## src/rtl/approx_dot_accum_pkg.sv

```systemverilog
// Shared defaults, width helpers and FSM state type for the approximate dot-product accumulator.
// The mod-Q stage is present only when APPROX_DOT_MODQ_EN is defined.
package approx_mul_pkg;

    localparam int SZ_DEFAULT  = 8;
    localparam int LEN_DEFAULT = 16;
    localparam int Q_DEFAULT   = 3329;

    // Ceiling log2; returns 0 for an argument of 1.
    function automatic int clog2(input int value);
        int bits;
        int rest;
        bits = 0;
        rest = value - 1;
        while (rest > 0) begin
            bits = bits + 1;
            rest = rest >> 1;
        end
        return bits;
    endfunction

    // Accumulator width that can never overflow for len full-scale products.
    function automatic int accWidth(input int sz, input int len);
        return 2 * sz + clog2(len);
    endfunction

    typedef enum logic [1:0] {
        ACCUM  = 2'd0,
        REDUCE = 2'd1,
        OUTPUT = 2'd2
    } dotState_t;

endpackage

```

## src/rtl/approx_dot_accum_reduce.sv

```systemverilog
// Sequential restoring mod-Q reducer: one conditional subtract of Q<<k per cycle, k = ACCW-1..0.
// Used by approx_dot_accum only when APPROX_DOT_MODQ_EN is defined.
module mod_reduce_seq
    import approx_mul_pkg::*;
#(
    parameter int ACCW = 20,
    parameter int Q    = Q_DEFAULT
) (
    input  logic            clk,
    input  logic            rst,
    input  logic            start,
    input  logic [ACCW-1:0] din,
    output logic            done,
    output logic [ACCW-1:0] dout
);

    localparam int KW = (clog2(ACCW) < 1) ? 1 : clog2(ACCW);
    localparam logic [2*ACCW-1:0] QWIDE = (2*ACCW)'(Q);

    logic [ACCW-1:0]   rem;
    logic [KW-1:0]     k;
    logic              running;
    logic [2*ACCW-1:0] qShift;
    logic [ACCW-1:0]   remStep;

    // The compare is done at double width so Q<<k never loses its top bits.
    always_comb begin
        qShift  = QWIDE << k;
        remStep = rem;
        if ({{ACCW{1'b0}}, rem} >= qShift) begin
            remStep = rem - qShift[ACCW-1:0];
        end
    end

    assign done = running && (k == '0);
    assign dout = remStep;

    always_ff @(posedge clk) begin
        if (rst) begin
            rem     <= '0;
            k       <= '0;
            running <= 1'b0;
        end else if (start) begin
            rem     <= din;
            k       <= KW'(ACCW - 1);
            running <= 1'b1;
        end else if (running) begin
            rem <= remStep;
            if (k == '0) begin
                running <= 1'b0;
            end else begin
                k <= k - 1'b1;
            end
        end
    end

endmodule

```

## src/rtl/approx_dot_accum.sv

```systemverilog
// Accumulates LEN approximate products per dot product behind a valid/ready handshake.
// Define APPROX_DOT_MODQ_EN to reduce each result mod Q before it is presented.
module approx_dot_accum
    import approx_mul_pkg::*;
#(
    parameter int SZ  = SZ_DEFAULT,
    parameter int LEN = LEN_DEFAULT,
    parameter int Q   = Q_DEFAULT,
    localparam int ACCW = accWidth(SZ, LEN)
) (
    input  logic            clk,
    input  logic            rst,
    input  logic            in_valid,
    output logic            in_ready,
    input  logic [2*SZ-1:0] in_prod,
    output logic            out_valid,
    input  logic            out_ready,
    output logic [ACCW-1:0] out_sum,
    output logic            busy
);

    localparam int CNTW = clog2(LEN + 1);

    // Reject parameter sets the accumulator and reducer are not sized for.
    if (LEN < 1 || LEN > 256 || Q < 2 || Q > (2 ** (2 * SZ)) - 1) begin : gBadParams
        $error("approx_dot_accum: illegal LEN or Q");
    end

    dotState_t       state;
    dotState_t       stateNext;
    logic [ACCW-1:0] acc;
    logic [ACCW-1:0] accSum;
    logic [ACCW-1:0] sumReg;
    logic [CNTW-1:0] cnt;
    logic            accept;
    logic            lastAccept;
    logic            handshake;

    assign in_ready   = (state == ACCUM);
    assign out_valid  = (state == OUTPUT);
    assign busy       = (state != ACCUM) || (cnt != '0);
    assign out_sum    = sumReg;
    assign accept     = in_valid && in_ready;
    assign lastAccept = accept && (cnt == CNTW'(LEN - 1));
    assign handshake  = out_valid && out_ready;
    assign accSum     = acc + ACCW'(in_prod);

`ifdef APPROX_DOT_MODQ_EN
    logic            reduceDone;
    logic [ACCW-1:0] reduceOut;

    mod_reduce_seq #(
        .ACCW(ACCW),
        .Q   (Q)
    ) uReduce (
        .clk  (clk),
        .rst  (rst),
        .start(lastAccept),
        .din  (accSum),
        .done (reduceDone),
        .dout (reduceOut)
    );
`endif

    always_comb begin
        stateNext = state;
        case (state)
            ACCUM: begin
                if (lastAccept) begin
`ifdef APPROX_DOT_MODQ_EN
                    stateNext = REDUCE;
`else
                    stateNext = OUTPUT;
`endif
                end
            end
`ifdef APPROX_DOT_MODQ_EN
            REDUCE: begin
                if (reduceDone) begin
                    stateNext = OUTPUT;
                end
            end
`endif
            OUTPUT: begin
                if (out_ready) begin
                    stateNext = ACCUM;
                end
            end
            default: stateNext = ACCUM;
        endcase
    end

    // The result is captured into its own register so out_sum stays put through backpressure.
    always_ff @(posedge clk) begin
        if (rst) begin
            state  <= ACCUM;
            acc    <= '0;
            cnt    <= '0;
            sumReg <= '0;
        end else begin
            state <= stateNext;
            if (handshake) begin
                acc <= '0;
                cnt <= '0;
            end else if (accept) begin
                acc <= accSum;
                cnt <= cnt + 1'b1;
            end
`ifdef APPROX_DOT_MODQ_EN
            if (reduceDone) begin
                sumReg <= reduceOut;
            end
`else
            if (lastAccept) begin
                sumReg <= accSum;
            end
`endif
        end
    end

endmodule

```

## config.mk

```make
export PLATFORM = sky130hd
export DESIGN_NAME = approx_dot_accum
export DESIGN_NICKNAME = d
export VERILOG_FILES = /design/src/rtl/approx_dot_accum_pkg.sv /design/src/rtl/approx_dot_accum_reduce.sv /design/src/rtl/approx_dot_accum.sv
export SDC_FILE = /design/constraint.sdc
export NUM_CORES = 1
export LEC_CHECK = 0
export BUFFER_PORTS_ARGS = -buffer_cell sky130_fd_sc_hd__buf_2
export CORE_MARGIN = 3
export CORE_UTILIZATION = 55
export CTS_BUF_LIST = sky130_fd_sc_hd__clkbuf_4
export CTS_CLUSTER_DIAMETER = 60
export DETAILED_ROUTE_END_ITERATION = 16
export HOLD_SLACK_MARGIN = 0.12
export PLACE_DENSITY_LB_ADDON = 0.08
export SKIP_CTS_REPAIR_TIMING = 1
export SLEW_MARGIN = 10
export SYNTH_ARGS = -nofsm -noshare
export SYNTH_HDL_FRONTEND = slang
export SYNTH_SLANG_ARGS = --single-unit
```

## constraint.sdc

```tcl
create_clock -name clk -period 2.62 [get_ports clk]
set_input_delay 0.393 -clock clk [delete_from_list [all_inputs] [get_ports clk]]
set_output_delay 0.393 -clock clk [all_outputs]
set_load 0.02 [all_outputs]
```

Word-level counts from Yosys, hierarchy flattened
Index checks and enable logic that the tools add are counted.
{"block": "classes", "addsub": 2, "n_eq_ne": 4, "muxes": 3, "reduce_logical": 9}
{"cell": "20-bit by 16-bit adder with 20-bit output", "n": 1}
{"cell": "5-bit by 1-bit adder with 5-bit output (second input constant)", "n": 1}
{"cell": "5-bit by 4-bit equality test with 1-bit output (second input constant)", "n": 1}
{"cell": "5-bit nonzero test", "n": 1}
{"cell": "2-bit 2-to-1 mux", "n": 2}
{"cell": "2-bit by 1-bit inequality test with 1-bit output (second input constant)", "n": 2}
{"cell": "2-bit case mux with 2 select lines", "n": 1}
{"cell": "1-bit logical AND", "n": 3}
{"cell": "2-bit equality test (second input constant)", "n": 1}
{"cell": "2-bit zero test", "n": 1}
{"cell": "2-bit AND reduction", "n": 1}
{"cell": "2-bit nonzero test", "n": 1}
{"cell": "2-bit OR reduction", "n": 1}
{"cell": "1-bit logical OR", "n": 1}
{"block": "totals", "regBits": 47, "in_bits": 20}

Logic depth before layout (Yosys ltp)
{"block": "logic_depth", "word_depth": 5, "ltp_mapped": 8, "ltp_nobuf": 8}

Worst setup path before layout
No wires, ideal clock.
{"block": "synth_path", "path_kind": "input port to flip-flop", "start": "in in_prod[0]", "end": "reg sumReg[18], in the netlist out_sum[18]", "setup_ps": 88, "t_arrival_ps": 2321, "required_time_ps": 2532, "slack_ps": 211, "cell_stages": 8, "path_cell_list": "ha_1 fa_1 a21o_1 a221oi_2 o31ai_4 a211oi_4 o21ai_1 a311oi_2"}
{"block": "synth_via", "elab_chain_cells": 1}
{"element": "start, declared", "line_no": "approx_dot_accum.sv:15", "rtl": "input logic [2*SZ-1:0] in_prod,"}
{"element": "20-bit by 16-bit adder with 20-bit output", "line_no": "approx_dot_accum.sv:46", "rtl": "assign accSum = acc + ACCW'(in_prod);"}
{"element": "end signal, assigned", "line_no": "approx_dot_accum.sv:115", "rtl": "sumReg <= accSum;"}
{"element": "end, declared", "line_no": "approx_dot_accum.sv:33", "rtl": "logic [ACCW-1:0] sumReg;"}
Every way passes these cells.
A chain may end at the register's enable or synchronous reset.

Worst setup path after layout
{"block": "layout_path", "start": "reg acc[0]", "end": "reg acc[18]"}
{"block": "layout_via", "elab_chain_cells": 1}
{"element": "start, declared", "line_no": "approx_dot_accum.sv:31", "rtl": "logic [ACCW-1:0] acc;"}
{"element": "start signal, assigned", "line_no": "approx_dot_accum.sv:106", "rtl": "acc <= accSum;"}
{"element": "20-bit by 16-bit adder with 20-bit output", "line_no": "approx_dot_accum.sv:46"}
Every way passes these cells.

==> impl_metrics.env <==
export IMPL_syn_num_nets=364
export IMPL_insertion_delay_ns=0.37
export IMPL_endpoint_kind="flip-flop"
export IMPL_avgRoutedWirePerCell_um=14.9
export IMPL_power_leakage_nw=1.31
export IMPL_grt_first_pass_wirelength_mm=10.5
export IMPL_critPathMaxFanout=5
export IMPL_crit_path_start="acc[0]"
export IMPL_die_w_um=75.5
export IMPL_r2r_end="acc[18]"
export IMPL_seq_area_frac_synth_pct=34.7
export IMPL_start_util_pct=58.9
export IMPL_synth_compound_area_share_pct=21.9
export IMPL_place_gp_congestion=0.818
export IMPL_ff2ff_setup_slack_ns=0.21
export IMPL_finalHoldViolations=0
export IMPL_finalPower_mw=1.69
export IMPL_maxSlewHeadroom_pct=46.5
export IMPL_synthAdderAreaFrac_pct=9.71
export IMPL_cts_root_buf="clkbuf_4"
export IMPL_rows=24
export IMPL_reg2reg_depth=10
export IMPL_cts_path_max_buffers=2
export IMPL_drc=0
export IMPL_area_delta_synth_final_pct=12.5
export IMPL_fin_crit_sh_pct=91.8
export IMPL_routed_wl_mm=6.21
export IMPL_hp_class="in2reg"
export IMPL_drt_first_pass_iters=4
export IMPL_ys_warn_count=0
export IMPL_place_hpwl_mm=4.52
export IMPL_synth_top_family_by_area="simple AND/OR/NAND/NOR gates"
export IMPL_worstSetupEndpoint="acc[18]"
export IMPL_antenna_found_initial=0
export IMPL_finalWorstSetupSlack_ns=0.214
export IMPL_nets=405
export IMPL_path_clk_slew_ns=0.14
export IMPL_core_area_um2=4500
export IMPL_grt_pass1_vias=2319
export IMPL_whs_ns=0.331
export IMPL_synth_distinct_cells=51
export IMPL_synth_ff_type="dfxtp_1"
export IMPL_syn_inst=324
export IMPL_power_density_nw_per_um2=567
export IMPL_fill_cells=397
export IMPL_antenna_cells=0
export IMPL_synth_seq_cells=46
export IMPL_tritoncts="yes"
export IMPL_required_ns=2.90
export IMPL_maxCapViolCount=0
export IMPL_first_iter_violations=130
export IMPL_critPathKind="reg2reg"
export IMPL_grt_start_max_net_pins=33
export IMPL_final_layout_size_suffix_gt1_share_pct=18.0
export IMPL_die_h_um=75.5
export IMPL_fmax_mhz=416
export IMPL_finalSetupViolCount=0
export IMPL_synth_area_um2=2650
export IMPL_setup_tns_final_ns=0
export IMPL_antenna_left=0
export IMPL_portBuffers=42
export IMPL_tightestPinTransition_ns=0.802
export IMPL_finClkSkew_ns=0.0131
export IMPL_rr_startpoint="acc[0]"
export IMPL_grt_use_total_pct=24.0
export IMPL_overflow=0
export IMPL_fin_crit_ns=2.41
export IMPL_synth_edf_count=0
export IMPL_critical_path_arrival_ns=2.69
export IMPL_htree_levels=2
export IMPL_seqCellArea_um2=921
export IMPL_via_per_inst=5.89
export IMPL_ios=43
export IMPL_rsz0062_at_grt="no"
export IMPL_slew_viol_final=0
export IMPL_multi_input_area_um2=1620
export IMPL_critPathLaunchType="flip-flop"
export IMPL_numClockSinks=46
export IMPL_die_area_um2=5690
export IMPL_vias=2461
export IMPL_synth_xor_area_share_pct=4.95
export IMPL_synth_mux_area_share_pct=0.377
export IMPL_synthSimpleGateAreaFrac_pct=24.1
export IMPL_synthArstFlopShare_pct=0
export IMPL_avgSynthCellArea_um2=8.19
export IMPL_status="finished, final reports clean"
export IMPL_pre_cts_slack_ns=0.0422
export IMPL_ir_worst_vdd_uv=326
export IMPL_numCtsBuffers=5
[worst max-delay path, stage by stage, from the launching register on]
cell and delay, ns:
dfxtp_1 0.34, ha_1 0.22, fa_1 0.41, a21o_1 0.20
a221oi_2 0.21, buf_4 0.17, o31ai_4 0.10, a211oi_4 0.29
buf_4 0.17, o311ai_0 0.11, o41ai_1 0.10
[final cells by class]
class | count | share of cell area [%]
Clock buffer | 5 | 1.26
Clock inverter | 3 | 1.34
Inverter | 6 | 0.754
Multi-Input combinational cell | 255 | 54.3
Sequential cell | 46 | 30.8
Tap cell | 52 | 2.18
Timing Repair Buffer | 51 | 9.30
[sequential cells by signal, indices dropped and copies added, names as in the netlist]
name     flops
cnt          5
state        1
acc         20
out_sum     20
[Yosys cell counts, drive strengths merged, types with 2 or more instances]
| cell type | instances | share of area (%) |
|---|---|---|
| clkbuf | 15 | 2.9 |
| inv | 6 | 0.85 |
| a211oi | 6 | 2.2 |
| dfxtp | 46 | 35 |
| nand3b | 4 | 1.1 |
| o31ai | 2 | 1.1 |
| o211ai | 3 | 0.85 |
| buf | 2 | 0.47 |
| xor2 | 5 | 1.7 |
| or4 | 5 | 1.4 |
| ha | 19 | 9.0 |
| nor3 | 3 | 0.57 |
| and3 | 7 | 1.7 |
| nor2 | 12 | 1.7 |
| nand3 | 11 | 2.1 |
| and2 | 2 | 0.47 |
| o31a | 2 | 0.66 |
| o21ai | 11 | 2.1 |
| nand4b | 3 | 0.99 |
| o21a | 3 | 0.85 |
| a21o | 6 | 1.7 |
| a31oi | 6 | 1.4 |
| nand2 | 63 | 8.9 |
| nor2b | 2 | 0.47 |
| nor3b | 2 | 0.57 |
| xnor2 | 10 | 3.3 |
| and4 | 2 | 0.66 |
| nor4 | 5 | 1.2 |
| nand2b | 3 | 0.71 |
| nand4 | 5 | 1.2 |
| a21oi | 40 | 7.7 |
| or3 | 2 | 0.47 |
[cell families after synthesis]
family,count (synthesis)
AOI/OAI and AO/OA,88
xor gates and xnor gates,15
adders and majority gates,20
buffers and inverters,23
DFF,46
muxes,1
and+or+nand+nor,131
[how the worst min path moves through the flow]
stage	start	endpoint	slack, ns	cells after the start
5_1_grt	out_ready	state[1]	0.34	3
6_report	out_ready	state[1]	0.33	3
3_5_place_dp	out_sum[11]	out_sum[11]	0.44	2
3_3_place_gp	out_sum[10]	out_sum[10]	0.44	2
4_1_cts	out_ready	state[1]	0.32	3
2_1_floorplan	acc[7]	acc[7]	0.44	2
[through the flow]
| step | util, % | std cells | area, um^2 |
|---|---|---|---|
| floorplan | - | 324 | 2650 |
| CTS | 66.3 | 418 | 2990 |
| detailed placement | 64.6 | 410 | 2910 |
| finish | 66.3 | 418 | 2990 |
| global placement | 64.6 | 410 | 2910 |
| global route | 66.3 | 418 | 2990 |
[layer usage]
layer | global-route usage [%] | share of wire (%)
met2 | 40.3 | 47
met4 | 11.5 | 3.7
met5 | 0 | 0
met1 | 29.2 | 45
met3 | 5.15 | 4.1
[cell usage in the layout (no fill, tap or decap), types with 6 or more instances in the layout]
cell type	Yosys	final
buf_4	1	9
xnor2_1	10	10
and3_1	7	7
a31oi_1	6	6
o21ai_0	10	10
buf_2	1	42
ha_1	19	19
nor2_1	12	12
a21oi_1	39	39
nand2_1	63	63
nand3_1	11	11
inv_1	6	6
dfxtp_1	46	46
[where the power goes]
group          switching [mW]  internal [mW]  total (mW)
registers              0.0252          0.740       0.765
clock network           0.235          0.198       0.433
logic                   0.293          0.202       0.495
total                   0.553           1.14        1.69
Power figures use the tool's default switching activity.
